### src/rtl/spi_calc_pkg.sv
// Shared definitions for the calculator SPI link: default widths, frame constants,
// master FSM states and the opcode set understood by the calculator slave.
package spi_calc_pkg;

  localparam int   DEF_OP_W      = 4;
  localparam int   FRAME_BITS    = 1 + 3 * DEF_OP_W;
  localparam logic HANDSHAKE_BIT = 1'b1;

  typedef enum logic [2:0] {
    IDLE,
    HANDSHAKE,
    SHIFT,
    READ,
    GAP
  } state_t;

  typedef enum logic [DEF_OP_W-1:0] {
    OPC_ADD = 4'd0,
    OPC_SUB = 4'd1,
    OPC_MUL = 4'd2,
    OPC_AND = 4'd3,
    OPC_OR  = 4'd4,
    OPC_XOR = 4'd5
  } opcode_t;

endpackage

### src/rtl/spi_tx_shifter.sv
// Parallel-load, MSB-first shift register with a bit counter; o_done is high once
// every loaded bit has been shifted out.
module spi_tx_shifter #(
  parameter int W = 12
) (
  input  logic         i_clk,
  input  logic         i_rst_n,
  input  logic         i_load,
  input  logic [W-1:0] i_data,
  input  logic         i_shift,
  output logic         o_msb,
  output logic         o_done
);

  localparam int CW = $clog2(W + 1);

  logic [W-1:0]  r_data;
  logic [CW-1:0] r_cnt;

  always_ff @(posedge i_clk or negedge i_rst_n) begin
    if (!i_rst_n) begin
      r_data <= '0;
      r_cnt  <= '0;
    end else if (i_load) begin
      r_data <= i_data;
      r_cnt  <= CW'(W);
    end else if (i_shift) begin
      r_data <= {r_data[W-2:0], 1'b0};
      r_cnt  <= r_cnt - 1'b1;
    end
  end

  assign o_msb  = r_data[W-1];
  assign o_done = (r_cnt == '0);

endmodule

### src/rtl/spi_calc_master.sv
// SPI initiator for the calculator link: handshake bit, A/B/opcode MSB-first under CS low,
// then a CS-high gap. Define SPI_MASTER_READBACK_EN to add the OP_W-bit MISO readback phase.
module spi_calc_master
  import spi_calc_pkg::*;
#(
  parameter int OP_W       = DEF_OP_W,
  parameter int GAP_CYCLES = 5
) (
  input  logic            clk_arduino,
  input  logic            reset,
  input  logic            start,
  input  logic [OP_W-1:0] operand_a,
  input  logic [OP_W-1:0] operand_b,
  input  logic [OP_W-1:0] opcode,
  output logic            busy,
  output logic            done,
  output logic [OP_W-1:0] result,
  output logic            MOSI,
  output logic            CS,
  input  logic            MISO,
  output state_t          o_dbg_state
);

  localparam int TX_W    = 3 * OP_W;
  localparam int CNT_MAX = (GAP_CYCLES > OP_W) ? GAP_CYCLES : OP_W;
  localparam int CNT_W   = $clog2(CNT_MAX + 1);

  state_t           r_state;
  logic [CNT_W-1:0] r_cnt;
  logic             w_tx_load;
  logic             w_tx_shift;
  logic             w_tx_msb;
  logic             w_tx_done;

  // A start seen on the last gap cycle chains straight into the next handshake.
  assign w_tx_load  = start && ((r_state == IDLE) || ((r_state == GAP) && (r_cnt == '0)));
  assign w_tx_shift = (r_state == HANDSHAKE) || ((r_state == SHIFT) && !w_tx_done);

  spi_tx_shifter #(.W(TX_W)) u_tx (
    .i_clk   (clk_arduino),
    .i_rst_n (reset),
    .i_load  (w_tx_load),
    .i_data  ({operand_a, operand_b, opcode}),
    .i_shift (w_tx_shift),
    .o_msb   (w_tx_msb),
    .o_done  (w_tx_done)
  );

  always_ff @(posedge clk_arduino or negedge reset) begin
    if (!reset) begin
      r_state <= IDLE;
      r_cnt   <= '0;
      CS      <= 1'b1;
      MOSI    <= 1'b0;
      busy    <= 1'b0;
      done    <= 1'b0;
    end else begin
      done <= 1'b0;
      case (r_state)
        IDLE: begin
          if (w_tx_load) begin
            r_state <= HANDSHAKE;
            CS      <= 1'b0;
            MOSI    <= HANDSHAKE_BIT;
            busy    <= 1'b1;
          end
        end
        HANDSHAKE: begin
          r_state <= SHIFT;
          MOSI    <= w_tx_msb;
        end
        SHIFT: begin
          if (!w_tx_done) begin
            MOSI <= w_tx_msb;
          end else begin
            MOSI <= 1'b0;
`ifdef SPI_MASTER_READBACK_EN
            r_state <= READ;
            r_cnt   <= CNT_W'(OP_W - 1);
`else
            r_state <= GAP;
            CS      <= 1'b1;
            done    <= 1'b1;
            r_cnt   <= CNT_W'(GAP_CYCLES - 1);
`endif
          end
        end
`ifdef SPI_MASTER_READBACK_EN
        READ: begin
          if (r_cnt != '0) begin
            r_cnt <= r_cnt - 1'b1;
          end else begin
            r_state <= GAP;
            CS      <= 1'b1;
            done    <= 1'b1;
            r_cnt   <= CNT_W'(GAP_CYCLES - 1);
          end
        end
`endif
        GAP: begin
          if (r_cnt != '0) begin
            r_cnt <= r_cnt - 1'b1;
          end else if (w_tx_load) begin
            r_state <= HANDSHAKE;
            CS      <= 1'b0;
            MOSI    <= HANDSHAKE_BIT;
          end else begin
            r_state <= IDLE;
            busy    <= 1'b0;
          end
        end
        default: r_state <= IDLE;
      endcase
    end
  end

`ifdef SPI_MASTER_READBACK_EN
  logic [OP_W-2:0] r_rx;
  logic [OP_W-1:0] w_rx_next;

  assign w_rx_next = {r_rx, MISO};

  // The final sample goes straight into result so it lands together with done.
  always_ff @(posedge clk_arduino or negedge reset) begin
    if (!reset) begin
      r_rx   <= '0;
      result <= '0;
    end else if (r_state == READ) begin
      r_rx <= w_rx_next[OP_W-2:0];
      if (r_cnt == '0) begin
        result <= w_rx_next;
      end
    end
  end
`else
  wire w_unused_miso = MISO;

  assign result = '0;
`endif

  assign o_dbg_state = r_state;

endmodule

### config.mk
export PLATFORM = sky130hd
export DESIGN_NAME = spi_calc_master
export DESIGN_NICKNAME = d
export VERILOG_FILES = /design/src/rtl/spi_calc_pkg.sv /design/src/rtl/spi_tx_shifter.sv /design/src/rtl/spi_calc_master.sv
export SDC_FILE = /design/constraint.sdc
export NUM_CORES = 1
export LEC_CHECK = 0
export BUFFER_PORTS_ARGS = -buffer_cell sky130_fd_sc_hd__buf_2
export CAP_MARGIN = 20
export CELL_PAD_IN_SITES_DETAIL_PLACEMENT = 1
export CELL_PAD_IN_SITES_GLOBAL_PLACEMENT = 1
export CORE_ASPECT_RATIO = 1.2
export CORE_MARGIN = 4
export CORE_UTILIZATION = 37
export DETAILED_ROUTE_END_ITERATION = 10
export HOLD_SLACK_MARGIN = 0.03
export PLACE_DENSITY_LB_ADDON = 0.08
export SLEW_MARGIN = 0
export SYNTH_ARGS = -nofsm -noshare
export SYNTH_HDL_FRONTEND = slang
export SYNTH_SLANG_ARGS = --single-unit
### constraint.sdc
create_clock -name clk_arduino -period 1.6 [get_ports clk_arduino]
set_input_delay 0.08 -clock clk_arduino [delete_from_list [all_inputs] [get_ports clk_arduino]]
set_output_delay 0.08 -clock clk_arduino [all_outputs]
set_load 0.03 [all_outputs]
==> results.py, run 1 <==
metrics = {
    "synthesis": {
        "ys_seq_area_frac": 0.484,
        "ys_ff_latch": 26,
        "ys.flop_type": "dfrtp_1",
        "synth.distinct_cells": 33,
        "async_flop_share": 1.00,
        "synth_area_um2": 1350,
        "avgSynthCellArea_um2": 10.3,
        "synth_edf_count": 0,
        "ys_warn_count": 0,
        "synth_cells": 131,
    },
    "place": {
        "dp_cells": 199,
        "dp_hpwl_um": 2470,
        "io_buffers": 21,
        "routabilityCongestion": 0.853,
        "placed_area_um2": 1570,
        "dp_slack_ns": -0.191,
    },
    "clock_network": {
        "cts_tree": "done",
        "cts_buffers": 3,
        "clk_latency_ns": 0.28,
        "cts_max_path_buffers": 2,
        "root_buffer": "clkbuf_8",
        "clock-sinks": 26,
        "h-tree-depth": 1,
        "clk_pin_slew_ns": 0.10,
    },
    "die": {
        "coreArea_um2": 3420,
        "dieHeight_um": 74.1,
        "die_x_um": 63.1,
        "rows": 23,
        "num_io_pins": 27,
        "initial_core_util": 0.393,
        "die-area_um2": 4670,
    },
    "pwr": {
        "peakVddDrop_uv": 728,
        "power.leakage_uw": 0.000945,
        "power_density_nw_per_um2": 1840,
    },
    "global_routing": {
        "antenna_found_initial": 0,
        "grt_pass1_vias": 1325,
        "globalRouteOverflowTotal": 0,
        "grt_use_total": 0.180,
        "grt_pass1_wl_um": 6520,
        "grt_max_degree": 27,
    },
    "sta": {
        "slew_headroom": 0.585,
        "worstMarginPinSlew_ns": 0.623,
        "fin_skew_ns": 0.00816,
        "finalSetupViolCount": 13,
        "fmax_mhz": 581,
        "drv_slew": 0,
        "min_period_ns": 1.72,
        "fin_crit_sh": 1.08,
        "setup-tns-final_ns": -1.06,
        "hold_slack_ns": 0.0373,
        "rsz0062_at_grt": "yes",
        "setup_ws_ns": -0.121,
        "hold_viol_final": 0,
    },
    "status": {
        "outcome": "complete, but fails checks",
        "violations": "negative setup slack",
    },
    "final_layout": {
        "final_layout_size_suffix_gt1_frac": 0.479,
        "final_area_um2": 2050,
        "nets": 212,
        "most-common-layout-cells": "buf_4, dfrtp_1, buf_2, and2_1",
        "diodes": 0,
        "final_common_cell": "buf_4",
        "n_fill_cell": 370,
        "finalNonFillerCells": 229,
        "seqCellArea_um2": 656,
        "multiInputGateArea_um2": 779,
        "area_growth_pct": 52.3,
    },
    "drt": {
        "wl_per_cell_um": 18.8,
        "wirelength_um": 4300,
        "via_per_inst": 5.58,
        "drtAntennaViolNets": 0,
        "drtIter0Drc": 49,
        "firstDrtPassIters": 6,
        "vias": 1277,
        "drcViolationCount": 0,
    },
    "critical_path": {
        "worstPathArrival_ns": 1.89,
        "slowest_delay_ns": 0.36,
        "crit_path_end_kind": "flop",
        "critPathLaunchType": "flop",
        "cp.required_ns": 1.77,
        "cp_slowest_cell": "dfrtp_1",
        "crit_family": "flip-flops",
        "critPathBufInv": 3,
        "path_cells": "inv_1, ha_2, ha_4, nand2b_4, nand3_4, clkinvlp_4, buf_6, a221o_1",
        "critical_path_class": "flop to flop",
        "path_max_fanout": 6,
    },
    "worst_hold_path": {
        "hold_path_class": "input pin to flop",
    },
    "run": {
        "drv_cap": 0,
    },
}
==> worst paths after layout <==
kind                         startpoint              end  slack (ns)  cells after the start
max                            r_cnt[1]   u_tx.r_data[7]       -0.12                      8
min                        operand_a[3]  u_tx.r_data[11]        0.04                      2
max reg2reg                    r_cnt[1]   u_tx.r_data[7]       -0.12                      8
min reg2reg                          CS               CS        0.48                      2
max in group asynchronous         reset   o_dbg_state[0]        0.81                      2
min in group asynchronous         reset    u_tx.r_cnt[1]        0.34                      2
==> state kept, by name (all words and copies together), names as in the netlist <==
name and flops:
r_cnt 3, u_tx.r_cnt 4, u_tx.r_data 12, done 1, busy 1, MOSI 1
CS 1, o_dbg_state 3
==> synth_stat cells (2+ instances only) <==
cell type | instances | share of area
buf_6 | 3 | 0.025
and2_1 | 12 | 0.056
nand2_1 | 12 | 0.033
a221o_1 | 10 | 0.074
o31ai_1 | 2 | 0.011
a21oi_1 | 7 | 0.026
o21ai_0 | 11 | 0.041
nand3_1 | 4 | 0.015
a31oi_1 | 2 | 0.0093
dfrtp_1 | 25 | 0.46
nor2_1 | 6 | 0.017
ha_1 | 3 | 0.028
buf_4 | 6 | 0.033
inv_1 | 9 | 0.025
==> power breakdown <==
group          total (uW)  switching [uW]  internal, uW
logic                2110            1060          1050
clock network         562             227           335
registers            1110             179           930
total                3780            1460          2310
==> metrics by stage <==
step | util | total power (uW)
2_1_floorplan | - | 2190
3_3_place_gp | 0.458 | 2570
3_5_place_dp | 0.458 | 2630
4_1_cts | 0.539 | 3440
5_1_grt | 0.599 | 4040
6_report | 0.599 | 3780
==> metal layers <==
layer / global-route usage / part of all wire / vias up
met5: 0 / 0 / -
met4: 0.0784 / 0.020 / 0
met3: 0.0242 / 0.033 / 8
met2: 0.318 / 0.52 / 34
met1: 0.222 / 0.43 / 644
li1: - / - / 591
==> layout make-up <==
class	count	area share
Inverter	9	0.0195
Multi-Input combinational cell	92	0.380
Sequential cell	26	0.320
Timing Repair Buffer	61	0.223
Tap cell	37	0.0226
Clock buffer	3	0.0201
Clock inverter	1	0.0146
==> logic make-up after synthesis <==
family,Yosys count,synth area share
and+or+nand+nor,44,0.185
AOI/OAI and AO/OA,37,0.207
DFF,26,0.484
other,1,0.00279
xor gates and xnor gates,1,0.00651
adders and majority gates,3,0.0279
buffers and inverters,19,0.0864
==> what timing repair did <==
item                                    4_1_cts  5_1_grt
hold buffers                                  7        2
gates cloned                                  1        2
resized for setup                            16       31
endpoints found under the setup margin       16       22
hold endpoints to repair                     31        2
buffers inserted                              6        8
pin swaps                                     9       17
Note: power is estimated with default switching activity, not from simulation.
==> inputs of run 2 (changes only) <==
CORE_MARGIN = 3   (was 4)
TNS_END_PERCENT = 5   (was not set)
==> results.py, run 2 (synthesis gave the netlist of run 1 again) <==
metrics = {
    "sta": {
        "min_period_ns": 1.69,
        "fin_skew_ns": 0.00572,
        "finalSetupViolCount": 11,
        "fmax_mhz": 591,
        "hold_viol_final": 0,
        "drv_slew": 0,
        "worstMarginPinSlew_ns": 0.594,
        "rsz0062_at_grt": "yes",
        "setup-tns-final_ns": -0.865,
        "slew_headroom": 0.604,
        "setup_ws_ns": -0.0923,
        "fin_crit_sh": 1.06,
    },
    "final_layout": {
        "n_fill_cell": 388,
        "seqCellArea_um2": 656,
        "final_area_um2": 1840,
        "area_growth_pct": 36.9,
        "top_register": "u_tx.r_data",
        "top_regs": "u_tx.r_data x12, u_tx.r_cnt x4",
        "multiInputGateArea_um2": 683,
        "diodes": 0,
        "final_layout_size_suffix_gt1_frac": 0.401,
        "most-common-layout-cells": "dfrtp_1, buf_2, buf_4, nand2_1, and2_1",
        "nets": 202,
        "largest_register_ffs": 12,
    },
    "critical_path": {
        "cp_slowest_cell": "dfrtp_1",
        "path_cells": "inv_1, ha_2, nor3b_4, o2bb2ai_4, buf_2, and2_1, a221o_1",
        "cp.required_ns": 1.76,
        "r2r_cells": 7,
        "crit_path_end_kind": "flop",
        "r2r_start": "u_tx.r_cnt[1]",
        "critPathLaunchType": "flop",
        "ff2ff_setup_slack_ns": -0.09,
        "path_max_fanout": 8,
        "slowest_delay_ns": 0.39,
        "critical_path_class": "flop to flop",
        "r2r_end": "u_tx.r_data[1]",
        "worstPathArrival_ns": 1.85,
    },
    "place": {
        "routabilityCongestion": 0.785,
        "dp_slack_ns": -0.235,
        "io_buffers": 21,
        "placed_area_um2": 1570,
        "dp_hpwl_um": 2540,
    },
    "clock_network": {
        "clock-sinks": 26,
        "clk_latency_ns": 0.27,
        "cts_tree": "done",
        "cts_buffers": 3,
        "clk_pin_slew_ns": 0.09,
        "cts_max_path_buffers": 2,
        "h-tree-depth": 1,
        "root_buffer": "clkbuf_8",
    },
    "drt": {
        "firstDrtPassIters": 5,
        "drtAntennaViolNets": 0,
        "vias": 1175,
        "drcViolationCount": 0,
        "drtIter0Drc": 45,
        "wl_per_cell_um": 17.7,
        "via_per_inst": 5.37,
        "wirelength_um": 3880,
    },
    "pwr": {
        "power_density_nw_per_um2": 1810,
        "p_sw_uw": 1330,
        "power.share.clock": 0.115,
        "power.leakage_uw": 0.000862,
        "p_int_uw": 2010,
        "pwr-share-comb": 0.553,
        "p_sw_frac": 0.398,
        "peakVddDrop_uv": 749,
        "sequentialPowerShare": 0.332,
    },
    "global_routing": {
        "top_usage_layer": "met2",
        "grt_max_degree": 27,
        "grt_pass1_vias": 1264,
        "grt_pass1_wl_um": 6220,
        "met2_usage": 0.329,
        "grt_use_total": 0.193,
        "grtUsageMet1": 0.245,
        "grt_use_met3": 0.0214,
        "globalRouteOverflowTotal": 0,
        "antenna_found_initial": 0,
    },
    "die": {
        "rows": 23,
        "dieHeight_um": 72.1,
        "initial_core_util": 0.393,
        "die_x_um": 61.1,
        "coreArea_um2": 3420,
        "die-area_um2": 4400,
        "num_io_pins": 27,
    },
    "status": {
        "outcome": "complete, but fails checks",
        "violations": "negative setup slack",
    },
    "run": {
        "drv_cap": 0,
    },
    "worst_hold_path": {
        "holdPathStages": 2,
        "hold_path_class": "input pin to flop",
        "min_delay_worst_endpoint": "u_tx.r_data[8]",
        "hold_start": "operand_a[0]",
    },
}
==> run 2: changes by cell type in the layout (fill, tap and decap cells not counted), moves of 2 or more <==
cell / previous run / this run
o21ai_2: 3 / 1
o21ai_0: 5 / 7
dlygate4sd3_1: 9 / 7
nand2_1: 10 / 12
buf_6: 8 / 2
nand2_2: 2 / 0
==> run 2: power by group through the flow <==
stage | Combinational [uW] | Sequential [uW] | Clock (uW)
final | 1850 | 1110 | 386
after global routing | 2020 | 1150 | 439
after CTS | 1670 | 1100 | 402
after detailed placement | 1520 | 1110 | 0
after global placement | 1440 | 1100 | 0
after floorplan | 1010 | 1180 | 0
==> run 2: final cells by class <==
type                       instances  share of cell area
clock buffer                       4              0.0244
multi-input combinational         89               0.371
sequential                        26               0.356
inverter                           9              0.0204
tap                               37              0.0251
timing repair inverter             1             0.00407
timing repair buffer              53               0.200
==> run 2: worst max path at each step <==
| stage | from | end | cells past startpoint |
|---|---|---|---|
| 2_1_floorplan | o_dbg_state[0] | u_tx.r_data[11] | 5 |
| 3_3_place_gp | r_cnt[0] | u_tx.r_data[2] | 6 |
| 3_5_place_dp | r_cnt[0] | u_tx.r_data[1] | 6 |
| 4_1_cts | u_tx.r_cnt[0] | u_tx.r_data[1] | 6 |
| 5_1_grt | u_tx.r_cnt[1] | MOSI | 7 |
| 6_report | u_tx.r_cnt[1] | u_tx.r_data[1] | 7 |
==> run 2: metal layers <==
| metal | share of wire | wire length, um |
|---|---|---|
| met1 | 0.44 | 1700 |
| met2 | 0.53 | 2060 |
| met3 | 0.016 | 61 |
| met4 | 0.015 | 59 |
| met5 | 0 | 0 |
==> run 2: repair_timing <==
item	4_1_cts	5_1_grt
gates resized for setup	11	14
setup endpoints to repair	18	21
cloned	1	0
pin swaps	10	4
endpoints found under the hold margin	29	2
setup buffers	4	4
hold buffers	5	2
==> run 2: per-stage QoR <==
step / power [uW] / std cells / hold WS (ns) / util
floorplan: 2190 / 134 / -0.216 / -
global placement: 2540 / 199 / 0.108 / 0.457
detailed placement: 2630 / 199 / 0.123 / 0.457
CTS: 3180 / 213 / 0.0354 / 0.511
global route: 3610 / 219 / 0.0399 / 0.538
finish: 3340 / 219 / 0.0433 / 0.538
==> run 2: critical path: cells and delay by family, from the launching register on <==
| family | cells | cell delay, ns |
|---|---|---|
| AO/OA/AOI/OAI | 2 | 0.35 |
| flip-flops | 1 | 0.39 |
| buffers and inverters | 2 | 0.23 |
| AND/OR/NAND/NOR | 2 | 0.44 |
| adder cells (fa/ha/maj) | 1 | 0.17 |
